File: src/rtl/data_channel_arbiter.sv
// Round-robin owner arbiter for the shared photonic data channel; grant held until release, then a guard gap.
// Optional hold-time revocation is built when DATA_CHANNEL_ARBITER_TIMEOUT_EN is defined.
module data_channel_arbiter #(
    parameter int NUM_NODES    = 8,
    parameter int ID_W         = $clog2(NUM_NODES),
    parameter int GUARD_CYCLES = 2,
    parameter int TIMEOUT      = 256
) (
    input  logic                 clk,
    input  logic                 rst,
    input  logic [NUM_NODES-1:0] req,
    input  logic [NUM_NODES-1:0] done,
    output logic [NUM_NODES-1:0] grant,
    output logic                 grant_valid,
    output logic [ID_W-1:0]      grant_id,
    output logic                 guard,
    output logic                 timeout_pulse,
    output logic [ID_W-1:0]      timeout_id
);

    localparam int GW = (GUARD_CYCLES > 1) ? $clog2(GUARD_CYCLES) : 1;
    localparam logic [GW-1:0] GUARD_LAST = GW'((GUARD_CYCLES > 0) ? GUARD_CYCLES - 1 : 0);

    if (NUM_NODES < 2 || TIMEOUT < 2) begin : g_param_check
        $error("data_channel_arbiter: NUM_NODES and TIMEOUT must both be >= 2");
    end

    typedef enum logic [1:0] {
        ST_IDLE  = 2'd0,
        ST_GRANT = 2'd1,
        ST_GUARD = 2'd2
    } state_t;

    state_t                 state, state_nxt;
    logic [ID_W-1:0]        rr_ptr, rr_nxt;
    logic [GW-1:0]          gcnt, gcnt_nxt;
    logic [NUM_NODES-1:0]   grant_nxt;
    logic [ID_W-1:0]        grant_id_nxt;
    logic                   pick_vld;
    logic [ID_W-1:0]        pick_id;
    logic                   owner_release;
    logic                   hold_expire;
    logic                   grant_end;

    // Owner is tracked by grant_id, which is only meaningful in ST_GRANT.
    assign owner_release = done[grant_id] | ~req[grant_id];
    assign grant_end     = owner_release | hold_expire;

    always_comb begin
        int idx;
        idx      = 0;
        pick_vld = 1'b0;
        pick_id  = '0;
        for (int i = 0; i < NUM_NODES; i++) begin
            idx = (int'(rr_ptr) + i) % NUM_NODES;
            if (!pick_vld && req[ID_W'(idx)]) begin
                pick_vld = 1'b1;
                pick_id  = ID_W'(idx);
            end
        end
    end

    always_ff @(posedge clk or posedge rst) begin
        if (rst) begin
            state <= ST_IDLE;
        end else begin
            state <= state_nxt;
        end
    end

    always_comb begin
        state_nxt = state;
        case (state)
            ST_IDLE: begin
                if (pick_vld) begin
                    state_nxt = ST_GRANT;
                end
            end
            ST_GRANT: begin
                if (grant_end) begin
                    state_nxt = (GUARD_CYCLES > 0) ? ST_GUARD : ST_IDLE;
                end
            end
            ST_GUARD: begin
                if (gcnt == GUARD_LAST) begin
                    state_nxt = ST_IDLE;
                end
            end
            default: state_nxt = ST_IDLE;
        endcase
    end

    always_comb begin
        grant_nxt    = '0;
        grant_id_nxt = grant_id;
        rr_nxt       = rr_ptr;
        gcnt_nxt     = gcnt;
        case (state)
            ST_IDLE: begin
                if (pick_vld) begin
                    grant_nxt[pick_id] = 1'b1;
                    grant_id_nxt       = pick_id;
                    rr_nxt             = (pick_id == ID_W'(NUM_NODES - 1)) ? '0 : pick_id + 1'b1;
                end
            end
            ST_GRANT: begin
                if (grant_end) begin
                    gcnt_nxt = '0;
                end else begin
                    grant_nxt = grant;
                end
            end
            ST_GUARD: begin
                gcnt_nxt = gcnt + 1'b1;
            end
            default: begin
                grant_nxt = '0;
            end
        endcase
    end

    always_ff @(posedge clk or posedge rst) begin
        if (rst) begin
            rr_ptr      <= '0;
            gcnt        <= '0;
            grant       <= '0;
            grant_valid <= 1'b0;
            grant_id    <= '0;
            guard       <= 1'b0;
        end else begin
            rr_ptr      <= rr_nxt;
            gcnt        <= gcnt_nxt;
            grant       <= grant_nxt;
            grant_valid <= (state_nxt == ST_GRANT);
            grant_id    <= grant_id_nxt;
            guard       <= (state_nxt == ST_GUARD);
        end
    end

`ifdef DATA_CHANNEL_ARBITER_TIMEOUT_EN
    localparam int HCW = $clog2(TIMEOUT);
    localparam logic [HCW-1:0] HOLD_LAST = HCW'(TIMEOUT - 1);

    logic [HCW-1:0] hcnt;
    logic           timeout_fire;

    assign hold_expire  = (state == ST_GRANT) && (hcnt == HOLD_LAST);
    // A release landing on the expiry cycle wins: no revocation is reported.
    assign timeout_fire = hold_expire & ~owner_release;

    always_ff @(posedge clk or posedge rst) begin
        if (rst) begin
            hcnt          <= '0;
            timeout_pulse <= 1'b0;
            timeout_id    <= '0;
        end else begin
            timeout_pulse <= timeout_fire;
            if (timeout_fire) begin
                timeout_id <= grant_id;
            end
            if (state == ST_IDLE) begin
                hcnt <= '0;
            end else if (state == ST_GRANT) begin
                hcnt <= hcnt + 1'b1;
            end
        end
    end
`else
    assign hold_expire   = 1'b0;
    assign timeout_pulse = 1'b0;
    assign timeout_id    = '0;
`endif

endmodule

File: config.mk
export PLATFORM = sky130hd
export DESIGN_NAME = data_channel_arbiter
export DESIGN_NICKNAME = d
export VERILOG_FILES = /design/src/rtl/data_channel_arbiter.sv
export SDC_FILE = /design/constraint.sdc
export NUM_CORES = 1
export LEC_CHECK = 0
export BUFFER_PORTS_ARGS = -buffer_cell sky130_fd_sc_hd__buf_2
export CAP_MARGIN = 20
export CORE_ASPECT_RATIO = 1.1
export CORE_UTILIZATION = 45
export CTS_CLUSTER_DIAMETER = 150
export DETAILED_ROUTE_END_ITERATION = 16
export GPL_TIMING_DRIVEN = 0
export PLACE_DENSITY = 0.7
export SYNTH_ARGS = -nofsm -noshare
export SYNTH_HDL_FRONTEND = slang
export SYNTH_SLANG_ARGS = --single-unit
File: constraint.sdc
create_clock -name clk -period 3.3 [get_ports clk]
set_clock_uncertainty 0.05 [all_clocks]
set_input_delay 0.66 -clock clk [delete_from_list [all_inputs] [get_ports clk]]
set_output_delay 0.66 -clock clk [all_outputs]
set_load 0.005 [all_outputs]
==> summary.md <==
| Metric | Value |
|---|---|
| Relative slew margins | `53.3%` |
| CTS Hold Bufs | `0` |
| Dpl ws | `-0.262 ns` |
| CTS root buf | `clkbuf_8` |
| F_max | `303 MHz` |
| Met3 Track Usage GR | `2.67%` |
| Avg Cell Area, Syn | `roughly 11 um^2` |
| R2R Path End | `rr_ptr[1]` |
| FILL cells | `319` |
| Drt total wl | `4850 um` |
| Endpoints failing setup | `1` |
| Synthesized area | `1800 um^2` |
| CP peak stage delay | `0.58 ns` |
| Max cap viols | `0` |
| Critical path type | `flop to flop` |
| Routed wire per std cell | `17.8 um` |
| Bufs and invs on worst path | `3` |
| Crit-path max FO | `7` |
| CP endpoint | `rr_ptr[1]` |
| H-tree depth | `1` |
| EDFF count, synth | `0` |
| Vias in the first global route | `1635` |
| Clock transition at the registers of the reported paths | `about 0.070 ns` |
| Sink Count | `19` |
| Slack of the worst reg-to-reg path | `-0.004 ns` |
| Router iterations before antenna repair | `4` |
| Area Growth Syn to Fin | `26.1%` |
| Initial antenna violation count | `0` |
| Vias | `1674` |
| Post-detail-place hpwl | `3550 um` |
| Hold path cells | `1` |
| Met1 Use GR | `between 20% and 30%` |
| Final period utilization | `100%` |
| Total grt overflow | `0` |
| FP Rows | `23` |
| Worst r2r src | `rr_ptr[0]` |
| Final WS setup | `-0.00364 ns` |
| Post-synth top flop | `dfrtp_1` |
| Synth area leaders | `dfrtp_1, mux4_2, mux2i_1` |
| Core footprint | `3740 um^2` |
| Smallest hold slack | `approximately 0.44 ns` |
| Critical Path RT | `3.40 ns` |
| Die Wd | `approximately 62 um` |
| Cell taking the most area after synthesis | `dfrtp_1` |
| Dpl cell area | `2060 um^2` |
| Inserted Clock Buffers | `3` |
| DIE AREA | `4270 um^2` |
| Violated checks | `setup timing` |
| Diode count | `0` |
| Fin. max-slew vios | `0` |
| GR Layer Usage met2 | `about two fifths` |
| Fraction of registers with async set/reset | `100%` |
| CP top delay family | `multiplexers` |
| Minimum clock period | `3.30 ns` |
| Worst-Margin Slew | `0.700 ns` |
| R2R cell count | `12` |
| Yosys reg bits | `19` |
| Worst-path cell chain | `buf_6 > clkinv_8 > ha_4 > mux2i_4 > mux4_2 > o32ai_2 > a311oi_1 > o32a_1 > mux2_4 > clkinv_4 > ha_4 > mux2_4` |
| Post-layout nets | `about 250` |
| Worst EP arrival | `approximately 3.4 ns` |
| Antenna-violating nets left | `0` |
| I/O Pins | `35` |
| Die height | `roughly 70 um` |
| Starting density of the core | `48.2%` |
| Global-route wire length before repair | `between 7000 and 8000 um` |
| Ys Warns | `0` |
| GRT Util Overall | `23.8%` |
| CP endpoint kind | `flop` |
| GPL Wtd Cong | `0.822` |
| Startpoint Class | `flop` |
| Worst path depth | `12` |
| Share of layout cells above drive strength 1 | `41.7%` |
| I/O Buffers | `30` |
| Clock Latency Late Sink | `0.26 ns` |
| Post-synthesis sequential area ratio | `a little over a quarter` |
| Final Hold Viols | `0` |
| CTS tree | `yes` |
| Fin area | `2270 um^2` |
| Slowest-stage cell, CP | `mux4_2` |
| Post-Syn Instances | `~170` |
| Initial DRC count | `between 90 and 100` |
| Critical path startpoint | `rr_ptr[0]` |
| Drt via density | `6.13` |
| Worst min path class | `flop to flop` |
| Busiest grt layer | `met2` |
| Top-area cell type share of the netlist area | `26.4%` |
| Finished Core Util | `60.8%` |
| Residual DRC | `0` |
| CTS Buffer Depth | `2` |
| Pin count of the biggest net entering global routing | `20` |
| Yosys cell types | `57` |
| RSZ-0062 raised after global routing | `true` |
| Status | `finished, violations left` |
==> kinds of logic (layout without fill, tap and decap cells) <==
| logic type | Yosys count | count (layout) | share of synthesized area (%) |
|---|---|---|---|
| xor+xnor | 5 | 5 | 2.43 |
| compound gates | 49 | 49 | 23.5 |
| fa+ha+maj | 3 | 3 | 2.08 |
| simple gates | 41 | 41 | 13.1 |
| buf+inv | 26 | 75 | 8.39 |
| other cells | 1 | 4 | 0.208 |
| mux | 27 | 27 | 23.9 |
| flops | 19 | 19 | 26.4 |
==> metrics by stage <==
stage / TNS (ns) / cells
after CTS: -0.00667 / 268
after floorplan: 0 / 174
after global routing: -0.178 / 273
after detailed placement: -0.445 / 254
after global placement: -0.302 / 254
final: -0.00364 / 273
==> layer usage <==
metal | part of all wire [%] | vias to the layer above
met2 | 52 | 69
met3 | 4.5 | 9
met1 | 42 | 828
met4 | 2.2 | 0
met5 | 0 | -
li1 | - | 768
==> cells in the final DEF, fill, tap and decap left out, drive strengths merged, types with 2 or more instances in the layout <==
cell,n
buf,53
dfrtp,19
inv,13
nand2,11
mux4,11
mux2i,11
nor2,9
a32o,8
clkbuf,7
o21ai,6
mux2,5
nand2b,4
a21oi,4
o221ai,4
conb,4
nor3b,4
xor2,3
o32a,3
a31oi,3
nor2b,3
a22oi,3
a221oi,3
ha,3
xnor2,2
a311oi,2
nand3,2
a221o,2
or4b,2
o31ai,2
clkinv,2
a211o,2
==> final cells by class <==
| type | count | area [um^2] | share of cell area [%] |
|---|---|---|---|
| tap | 50 | 62.6 | 2.75 |
| clock buffer | 4 | 45.0 | 1.98 |
| buffer | 10 | 88.8 | 3.91 |
| multi-input combinational | 129 | 1250 | 55.1 |
| inverter | 15 | 78.8 | 3.47 |
| timing repair buffer | 46 | 270 | 11.9 |
| sequential | 19 | 477 | 21.0 |
==> synth_stat cells, types with 2 or more instances <==
cell type  instances
ha_1               3
buf_6              3
a221o_1            2
nand2_1           11
mux2_2             3
inv_1             12
a31oi_1            3
a32o_1             8
mux4_1             2
a311oi_1           2
o221ai_1           4
nand3_1            2
nor2b_1            3
nor3b_1            3
nand2b_1           4
o32a_1             3
buf_4              4
o21ai_0            6
a221oi_1           3
dfrtp_1           19
mux2i_1           11
xor2_1             3
nor2_1             8
xnor2_1            2
a21oi_1            4
clkbuf_1           2
o31ai_1            2
mux4_2             8
mux2_4             2
or4b_1             2
==> how the worst min path moves through the flow <==
| stage | startpoint | slack [ns] | endpoint |
|---|---|---|---|
| floorplan | gcnt | 0.43 | guard |
| global placement | grant[6] | 0.43 | grant[6] |
| detailed placement | grant[7] | 0.43 | grant[7] |
| CTS | grant[7] | 0.44 | grant[7] |
| global route | grant[7] | 0.45 | grant[7] |
| finish | grant[7] | 0.44 | grant[7] |
==> what timing repair did <==
item | in CTS | in global routing
setup buffers | 11 | 5
gates resized for setup | 12 | 1
setup endpoints to repair | 2 | 2
pin swaps | 6 | 5
==> sequential cells by signal, indices dropped and copies added (netlist names) <==
name,flops
gcnt,1
grant,8
grant_id,3
grant_valid,1
guard,1
rr_ptr,3
state,2
Power is not shown: default switching activity piles up to over one toggle a cycle in this logic, so the estimate is an artifact.
